**config.mk**
```make
export PLATFORM = sky130hd
export DESIGN_NAME = ranged_bit_write_sched
export DESIGN_NICKNAME = d
export VERILOG_FILES = /design/src/rtl/ranged_bit_write_sched.sv
export SDC_FILE = /design/constraint.sdc
export NUM_CORES = 1
export LEC_CHECK = 0
export BUFFER_PORTS_ARGS = -buffer_cell sky130_fd_sc_hd__buf_4
export CORE_ASPECT_RATIO = 0.7
export CORE_MARGIN = 8
export CORE_UTILIZATION = 56
export DETAILED_ROUTE_END_ITERATION = 6
export HOLD_SLACK_MARGIN = 0.1
export PLACE_DENSITY = 0.86
export SYNTH_ARGS = -nofsm -noshare
export SYNTH_HDL_FRONTEND = slang
export SYNTH_SLANG_ARGS = --single-unit
```
**constraint.sdc**
```tcl
create_clock -name clk -period 6.4 [get_ports clk]
set_input_delay 0 -clock clk [delete_from_list [all_inputs] [get_ports clk]]
set_output_delay 0 -clock clk [all_outputs]
set_load 0.01 [all_outputs]
```
**src/rtl/ranged_bit_write_sched.sv**
```systemverilog
// ============================================================================
// Module   : ranged_bit_write_sched
// Purpose  : Round-robin shared single-bit writes into a [LEFT:RIGHT] vector,
//            with range checking and a one-bit-per-cycle fill sweep.
// Revision : 1.0
// ============================================================================
`default_nettype none

module ranged_bit_write_sched #(
    parameter int  LEFT  = 8,
    parameter int  RIGHT = 1,
    parameter int  IDXW  = 8,
    parameter int  NREQ  = 2,
    localparam int W     = (LEFT > RIGHT) ? (LEFT - RIGHT + 1) : (RIGHT - LEFT + 1),
    localparam int LO    = (LEFT < RIGHT) ? LEFT : RIGHT,
    localparam int CW    = (W > 1) ? $clog2(W) : 1,
    localparam int NW    = (NREQ > 1) ? $clog2(NREQ) : 1
) (
    input  logic                 clk,
    input  logic                 rst,
    input  logic [NREQ-1:0]      req_valid,
    output logic [NREQ-1:0]      req_ready,
    input  logic [NREQ*IDXW-1:0] req_idx,
    input  logic [NREQ-1:0]      req_bit,
    input  logic                 sweep_start,
    input  logic                 sweep_fill,
    output logic [W-1:0]         vec,
    output logic                 busy,
    output logic                 done,
    output logic                 err,
    output logic [NW-1:0]        err_id
);

    localparam logic [IDXW-1:0] c_lo_idx = IDXW'(LO);
    localparam logic [IDXW-1:0] c_hi_idx = IDXW'(LO + W - 1);

    typedef enum logic [0:0] {
        ST_IDLE  = 1'b0,
        ST_SWEEP = 1'b1
    } state_t;

    state_t             r_state;
    state_t             w_state_next;

    logic [W-1:0]       r_vec;
    logic [NW-1:0]      r_rr;
    logic [CW-1:0]      r_cnt;
    logic               r_fill;
    logic               r_done;
    logic               r_err;
    logic [NW-1:0]      r_err_id;

    logic               w_hi_found;
    logic [NW-1:0]      w_hi_gnt;
    logic               w_lo_found;
    logic [NW-1:0]      w_lo_gnt;
    logic               w_found;
    logic [NW-1:0]      w_gnt;
    logic [IDXW-1:0]    w_sel_idx;
    logic               w_sel_bit;
    logic [NREQ-1:0]    w_ready;
    logic               w_xfer;
    logic               w_in_range;
    logic [CW-1:0]      w_off;
    logic [W-1:0]       w_wmask;
    logic [W-1:0]       w_smask;
    logic               w_last;
    logic [NW-1:0]      w_rr_next;

    // Round-robin: lowest valid at or above rr wins, else lowest valid below rr.
    always_comb begin
        w_hi_found = 1'b0;
        w_hi_gnt   = '0;
        w_lo_found = 1'b0;
        w_lo_gnt   = '0;
        for (int i = NREQ - 1; i >= 0; i--) begin
            if (req_valid[i]) begin
                if (i >= int'(r_rr)) begin
                    w_hi_found = 1'b1;
                    w_hi_gnt   = NW'(i);
                end else begin
                    w_lo_found = 1'b1;
                    w_lo_gnt   = NW'(i);
                end
            end
        end
        w_found = w_hi_found | w_lo_found;
        w_gnt   = w_hi_found ? w_hi_gnt : w_lo_gnt;
    end

    always_comb begin
        w_sel_idx = '0;
        w_sel_bit = 1'b0;
        for (int i = 0; i < NREQ; i++) begin
            if (NW'(i) == w_gnt) begin
                w_sel_idx = req_idx[i*IDXW +: IDXW];
                w_sel_bit = req_bit[i];
            end
        end
    end

    // FSM next state and grant outputs; a pending sweep start blocks all grants.
    always_comb begin
        w_state_next = r_state;
        w_ready      = '0;
        case (r_state)
            ST_IDLE: begin
                if (sweep_start) begin
                    w_state_next = ST_SWEEP;
                end else if (w_found) begin
                    for (int i = 0; i < NREQ; i++) begin
                        w_ready[i] = (NW'(i) == w_gnt);
                    end
                end
            end
            ST_SWEEP: begin
                if (w_last) begin
                    w_state_next = ST_IDLE;
                end
            end
            default: w_state_next = ST_IDLE;
        endcase
    end

    assign w_xfer     = |w_ready;
    assign w_in_range = (w_sel_idx >= c_lo_idx) && (w_sel_idx <= c_hi_idx);
    assign w_off      = CW'(w_sel_idx - c_lo_idx);
    assign w_wmask    = W'(1) << w_off;
    assign w_smask    = W'(1) << r_cnt;
    assign w_last     = (r_cnt == CW'(W - 1));
    assign w_rr_next  = (w_gnt == NW'(NREQ - 1)) ? '0 : w_gnt + 1'b1;

    always_ff @(posedge clk or posedge rst) begin
        if (rst) begin
            r_state <= ST_IDLE;
        end else begin
            r_state <= w_state_next;
        end
    end

    always_ff @(posedge clk or posedge rst) begin
        if (rst) begin
            r_vec    <= '0;
            r_rr     <= '0;
            r_cnt    <= '0;
            r_fill   <= 1'b0;
            r_done   <= 1'b0;
            r_err    <= 1'b0;
            r_err_id <= '0;
        end else begin
            r_done <= 1'b0;
            r_err  <= 1'b0;
            if (r_state == ST_IDLE) begin
                if (sweep_start) begin
                    r_fill <= sweep_fill;
                    r_cnt  <= '0;
                end else if (w_xfer) begin
                    if (w_in_range) begin
                        r_vec <= (r_vec & ~w_wmask) | (w_sel_bit ? w_wmask : '0);
                    end else begin
                        r_err    <= 1'b1;
                        r_err_id <= w_gnt;
                    end
                    r_rr <= w_rr_next;
                end
            end else begin
                r_vec <= (r_vec & ~w_smask) | (r_fill ? w_smask : '0);
                if (w_last) begin
                    r_done <= 1'b1;
                end else begin
                    r_cnt <= r_cnt + 1'b1;
                end
            end
        end
    end

    assign req_ready = w_ready;
    assign vec       = r_vec;
    assign busy      = (r_state == ST_SWEEP);
    assign done      = r_done;
    assign err       = r_err;
    assign err_id    = r_err_id;

endmodule

`default_nettype wire

```
==> impl_metrics.csv, run 1 <==
group,metric,value,unit
clock_network,post_cts_buffers,0,
timing,period_share,41.2,%
clock_network,clkLatencyLatePin,0.30,ns
timing,timing.hold.ws,0.174,ns
detailed_routing,post_drt_wl_per_cell,18.0,um
timing,worst_pin_slew,0.684,ns
floorplanning,initial_core_util,58.3,%
clock_network,cts.clk_slew.worst_paths,0.11,ns
final_layout,drive_above_1_share,26.8,%
global_route,grt_overflow,0,
yosys,async_reset_ff_share,100,%
timing,setup_ws,3.76,ns
detailed_routing,via_per_inst,6.35,
floorplanning,die_height,58,um
timing,rsz0062_at_grt,"false",
global_route,grt_pass1_vias,1456,
run_status,status,"finished clean",
clock_network,tritoncts,"yes",
final_layout,layout.nets,227,
detailed_routing,firstDrtPassIters,4,
critical_path,crit_chain,"or2b_2 > nand2_1 > mux2i_1 > ha_1 > inv_1 > or2b_1 > or3_1 > mux2i_1",
clock_network,cts_buffers,3,
final_layout,layout_commonest_cell,"buf_4",
timing,setup_viol,0,
yosys,syn-cell-area,1410,um2
floorplanning,die_area,4410,um2
global_route,grtUsageTotal,18.9,%
power_and_ir_drop,power.density,326,nW/um2
yosys,synth_seq_cells,17,
critical_path,cpPeakStageDelay,0.42,ns
critical_path,path_common_cell,"mux2i_1",
detailed_routing,drt_iter0_drc,206,
floorplanning,die_width,76.0,um
timing,max_freq,0.379,GHz
critical_path,required,6.62,ns
detailed_routing,final_antenna_net_count,0,
global_route,antenna_found_initial,0,
global_route,grt_first_pass_wirelength,6980,um
final_layout,final_cell_mix,"37 x buf_4, 17 x dfrtp_1, 13 x inv_1",
yosys,synth_edf_count,0,
yosys,seq_area_frac_synth,30.1,%
timing,slew_headroom,54.4,%
detailed_routing,vias,1447,
yosys,synthCells,157,
power_and_ir_drop,irDropWorstVdd,0.173,mV
timing,fin_skew,0.00571,ns
clock_network,cts.sinks,17,
placement,gp_congestion,0.864,
final_layout,n_fill_cell,189,
detailed_routing,wl,4090,um
critical_path,crit_arrival,2.85,ns
final_layout,register_area,425,um2
detailed_routing,drcViolationCount,0,
timing,final_max_slew_viol_count,0,
critical_path,cp-start-kind,"register",
yosys,yosys_most_used_dff,"dfrtp_1",
clock_network,cts_max_level,1,
yosys,synth.distinct_cells,52,
floorplanning,ios,38,
placement,pre_cts_slack,3.84,ns
yosys,syn_nets,189,
placement,hpwlAfterDp,3110,um
floorplanning,core_area,2420,um2
timing,period_minus_slack,2.64,ns
floorplanning,rows,15,
critical_path,path_class,"register to register",
min_path,hold_path_class,"input pin to register",
yosys,yosys_warnings,0,
final_layout,diodes,0,
critical_path,crit_fanout,8,
clock_network,clk_path_buf_depth,2,
power_and_ir_drop,p_leak,0.821,nW
clock_network,root_buffer,"clkbuf_4",
final_layout,multiInputGateArea,880,um2
critical_path,slowest_stage,"dfrtp_1",
timing,hold_viol,0,
critical_path,end_kind,"register",
final_layout,area_delta_synth_final,22.7,%
timing,final.setup.tns,0,ns
global_route,grt_max_degree,18,
yosys,syn_area_per_cell,8.99,um2
placement,port_buffers,37,
job,drv_cap,0,
==> worst paths after layout <==
check	startpoint	endpoint	slack (ns)	cells after the start
worst max-delay path	r_rr	register	3.76	8
worst min-delay path	req_bit[1]	register	0.17	3
worst max register to register	r_rr	register	3.76	8
worst min register to register	register	register	0.54	1
max in group asynchronous	rst	r_cnt[1]	5.62	3
min in group asynchronous	rst	async pin	0.35	3
==> synthesized netlist by cell type (4+ instances only) <==
master,count,area [um2]
o211ai_1,4,30.0
inv_1,13,48.8
ha_1,8,100
buf_6,4,45.0
nand3_1,9,45.0
dfrtp_1,17,425
nor2_1,9,33.8
nand2_1,12,45.0
o31ai_1,5,37.5
mux2i_1,6,60.1
o21ai_0,5,25.0
nor3_1,4,20.0
==> cell families (layout without fill, tap and decap cells) <==
kind of cell    Yosys count  after routing  synth area share (%)
xor+xnor                  1              1                 0.621
fa+ha+maj                 8              8                  7.09
flops                    17             17                  30.1
mux                       9              9                  6.65
buf+inv                  20             57                  7.54
compound gates           41             41                  23.6
simple gates             61             61                  24.4
==> report_power, final <==
group | internal (mW) | switching (mW) | leakage (nW) | total, mW
clock network | 0.0233 | 0.0372 | 0.0177 | 0.0605
registers | 0.151 | 0.0562 | 0.211 | 0.208
logic | 0.139 | 0.157 | 0.593 | 0.297
==> critical path, delay by kind of cell (launching register included) <==
family        cells  cell delay [ns]
mux               2             0.49
simple gates      4             1.25
fa+ha+maj         1             0.31
flops             1             0.42
buf+inv           1             0.09
==> layer usage <==
layer | share of wire, % | vias up | global-route usage (%)
li1 | - | 672 | -
met1 | 41 | 680 | 23.7
met2 | 47 | 89 | 31.6
met3 | 11 | 6 | 5.09
met4 | 1.2 | 0 | 4.17
met5 | 0 | - | 0
==> area by class of cell <==
type,instances,area share [%]
multi-input combinational,120,50.8
sequential,17,24.6
timing repair buffer,40,17.8
inverter,13,2.82
tap,34,2.46
clock buffer,3,1.30
clock inverter,1,0.289
==> per-stage QoR <==
stage,util (%),area (um2),instances,total power [mW]
detailed placement,69.1,1670,221,0.496
global placement,69.1,1670,221,0.482
CTS,71.5,1730,228,0.560
floorplan,-,1410,157,0.395
global route,71.5,1730,228,0.608
finish,71.5,1730,228,0.565
==> timing repair <==
action / in CTS / in global routing
resized for setup: 0 / 0
hold buffers: 3 / 0
endpoints found under the hold margin: 21 / 0
(Power assumes the default switching activity.)
==> run 2: changes to the inputs <==
--- a/config.mk
+++ b/config.mk
@@ -8,10 +8,10 @@
 export BUFFER_PORTS_ARGS = -buffer_cell sky130_fd_sc_hd__buf_4
 export CORE_ASPECT_RATIO = 0.7
 export CORE_MARGIN = 8
-export CORE_UTILIZATION = 56
+export CORE_UTILIZATION = 47
 export DETAILED_ROUTE_END_ITERATION = 6
 export HOLD_SLACK_MARGIN = 0.1
-export PLACE_DENSITY = 0.86
+export PLACE_DENSITY = 0.77
 export SYNTH_ARGS = -nofsm -noshare
 export SYNTH_HDL_FRONTEND = slang
 export SYNTH_SLANG_ARGS = --single-unit
==> constraint.sdc (replaced) <==
create_clock -name clk -period 2.4 [get_ports clk]
set_input_delay 0 -clock clk [delete_from_list [all_inputs] [get_ports clk]]
set_output_delay 0 -clock clk [all_outputs]
set_load 0.01 [all_outputs]
==> run 2 against run 1 <==
Effect of this change:
- the run now ends with negative setup slack left
- first-iteration DRC count down 41%
- wire length up 8.9%
- clock skew increased by 0.0034 ns
- critical path depth increased by 1
- sequential share of layout area decreased by 1.7 points
- sequential power grew to 2.5 times the previous value
- largest power group unchanged
- highest routed layer unchanged
==> impl_metrics.csv, run 2 (synthesized netlist as in run 1, its figures left out) <==
group,metric,value,unit
detailed_routing,final_antenna_net_count,0,
critical_path,timing.rr.start,"r_rr",
placement,hpwlAfterDp,3140,um
critical_path,crit_chain,"and2b_2 > nor2_2 > or3_4 > o31ai_4 > ha_4 > inv_2 > or2b_1 > or3_4 > mux2i_1",
critical_path,r2r_cells,9,
floorplanning,rows,16,
timing,rsz0062_at_grt,"true",
floorplanning,die_height,61.8,um
global_route,antenna_found_initial,0,
critical_path,cpPeakStageDelay,0.43,ns
detailed_routing,post_drt_wl_per_cell,18.9,um
critical_path,cp_top_family,"simple AND/OR/NAND/NOR gates",
final_layout,drive_above_1_share,33.0,%
detailed_routing,vias,1468,
clock_network,root_buffer,"clkbuf_8",
timing,period_minus_slack,2.43,ns
critical_path,crit_buf_inv,1,
placement,port_buffers,37,
run_status,violations,"negative setup slack",
power_and_ir_drop,p_leak,0.863,nW
critical_path,path_class,"register to register",
clock_network,tritoncts,"yes",
critical_path,required,2.53,ns
critical_path,rrSetupSlack,-0.03,ns
timing,hold_viol,0,
critical_path,end_kind,"register",
timing,period_share,101,%
power_and_ir_drop,power.density,897,nW/um2
timing,fin_skew,0.00911,ns
floorplanning,die_width,81.5,um
timing,max_freq,0.411,GHz
min_path,min_from,"req_bit[1]",
global_route,grt_util_met2,27.6,%
floorplanning,die_area,5040,um2
clock_network,cts_max_level,1,
final_layout,diodes,0,
timing,worst_pin_slew,0.650,ns
final_layout,final_cell_mix,"43 x buf_4, 17 x dfrtp_1, 12 x inv_1",
detailed_routing,drcViolationCount,0,
global_route,grt_pass1_vias,1417,
timing,setup_viol,1,
final_layout,multiInputGateArea,938,um2
placement,place_area,1710,um2
global_route,grt_first_pass_wirelength,6620,um
min_path,holdPathStages,5,
final_layout,layout_commonest_cell,"buf_4",
timing,final_max_slew_viol_count,0,
run_status,status,"finished, violations left",
critical_path,slowest_stage,"dfrtp_1",
clock_network,cts_buffers,3,
placement,gp_congestion,0.876,
critical_path,path_common_cell,"or3_4",
job,drv_cap,0,
clock_network,cts.clk_slew.worst_paths,0.07,ns
timing,slew_headroom,56.7,%
clock_network,cts.sinks,17,
floorplanning,initial_core_util,50.0,%
final_layout,register_area,425,um2
critical_path,crit_fanout,4,
final_layout,stdcell_area,1860,um2
global_route,grt_use_met3,5.75,%
final_layout,layout.nets,233,
global_route,grt_overflow,0,
global_route,grtUsageTotal,16.9,%
floorplanning,core_area,2820,um2
critical_path,crit_arrival,2.56,ns
critical_path,cp-start-kind,"register",
global_route,grt_max_degree,18,
detailed_routing,wl,4460,um
power_and_ir_drop,irDropWorstVdd,0.443,mV
final_layout,area_delta_synth_final,31.6,%
clock_network,clk_path_buf_depth,2,
floorplanning,ios,38,
final_layout,n_fill_cell,208,
detailed_routing,firstDrtPassIters,4,
min_path,hold_path_class,"input pin to register",
global_route,busiest_layer,"met2",
timing,timing.hold.ws,0.249,ns
clock_network,clkLatencyLatePin,0.26,ns
global_route,met1_usage,21.1,%
detailed_routing,via_per_inst,6.22,
timing,setup_ws,-0.0339,ns
detailed_routing,drt_iter0_drc,122,
-- run 2: worst register-to-register path: stages (launching register included) --
cell and delay [ns]:
dfrtp_1 0.43, and2b_2 0.26, nor2_2 0.04, or3_4 0.38, o31ai_4 0.08, ha_4 0.26, inv_2 0.06, or2b_1 0.26
or3_4 0.41, mux2i_1 0.12
-- run 2: worst max-delay path by stage --
stage / startpoint / endpoint / slack [ns] / depth (start not counted)
floorplan: r_rr / register / 0.04 / 9
global placement: r_rr / register / 0.11 / 9
detailed placement: r_rr / register / 0.04 / 9
CTS: r_rr / register / 0.02 / 9
global route: r_rr / register / -0.06 / 9
finish: r_rr / register / -0.03 / 9
-- run 2: layout make-up --
class / instances / area share, %
Multi-Input combinational cell: 120 / 50.5
Sequential cell: 17 / 22.9
Timing Repair Buffer: 46 / 19.0
Inverter: 13 / 2.63
Tap cell: 36 / 2.43
Clock buffer: 3 / 2.22
Clock inverter: 1 / 0.270
-- run 2: what timing repair did --
action                                  4_1_cts  5_1_grt
endpoints found under the setup margin        1        2
hold endpoints to repair                     20        0
gates resized for setup                       0       11
buffers inserted                              1        1
pin swaps                                     1        3
hold buffers                                  3        0
-- run 2: routing by layer --
| metal | vias to the layer above | wire length, um |
|---|---|---|
| met2 | 84 | 2080 |
| met5 | - | 0 |
| li1 | 681 | - |
| met1 | 694 | 1840 |
| met3 | 9 | 455 |
| met4 | 0 | 76 |
-- run 2: power by group --
part | switching [mW] | leakage [nW] | total (mW) | internal [mW]
registers | 0.125 | 0.211 | 0.530 | 0.405
logic | 0.498 | 0.626 | 0.917 | 0.418
clock network | 0.103 | 0.0255 | 0.218 | 0.115
total | 0.726 | 0.863 | 1.67 | 0.939
-- run 2: per-stage QoR --
step                cells  setup TNS (ns)  total power, mW  utilization [%]  setup slack (ns)
finish                236         -0.0339             1.67             65.8           -0.0339
global route          236         -0.0635             1.78             65.8           -0.0635
CTS                   235               0             1.61             63.4            0.0227
detailed placement    227               0             1.36             60.5            0.0368
global placement      227               0             1.31             60.5             0.110
floorplan             157               0             1.05                -            0.0350
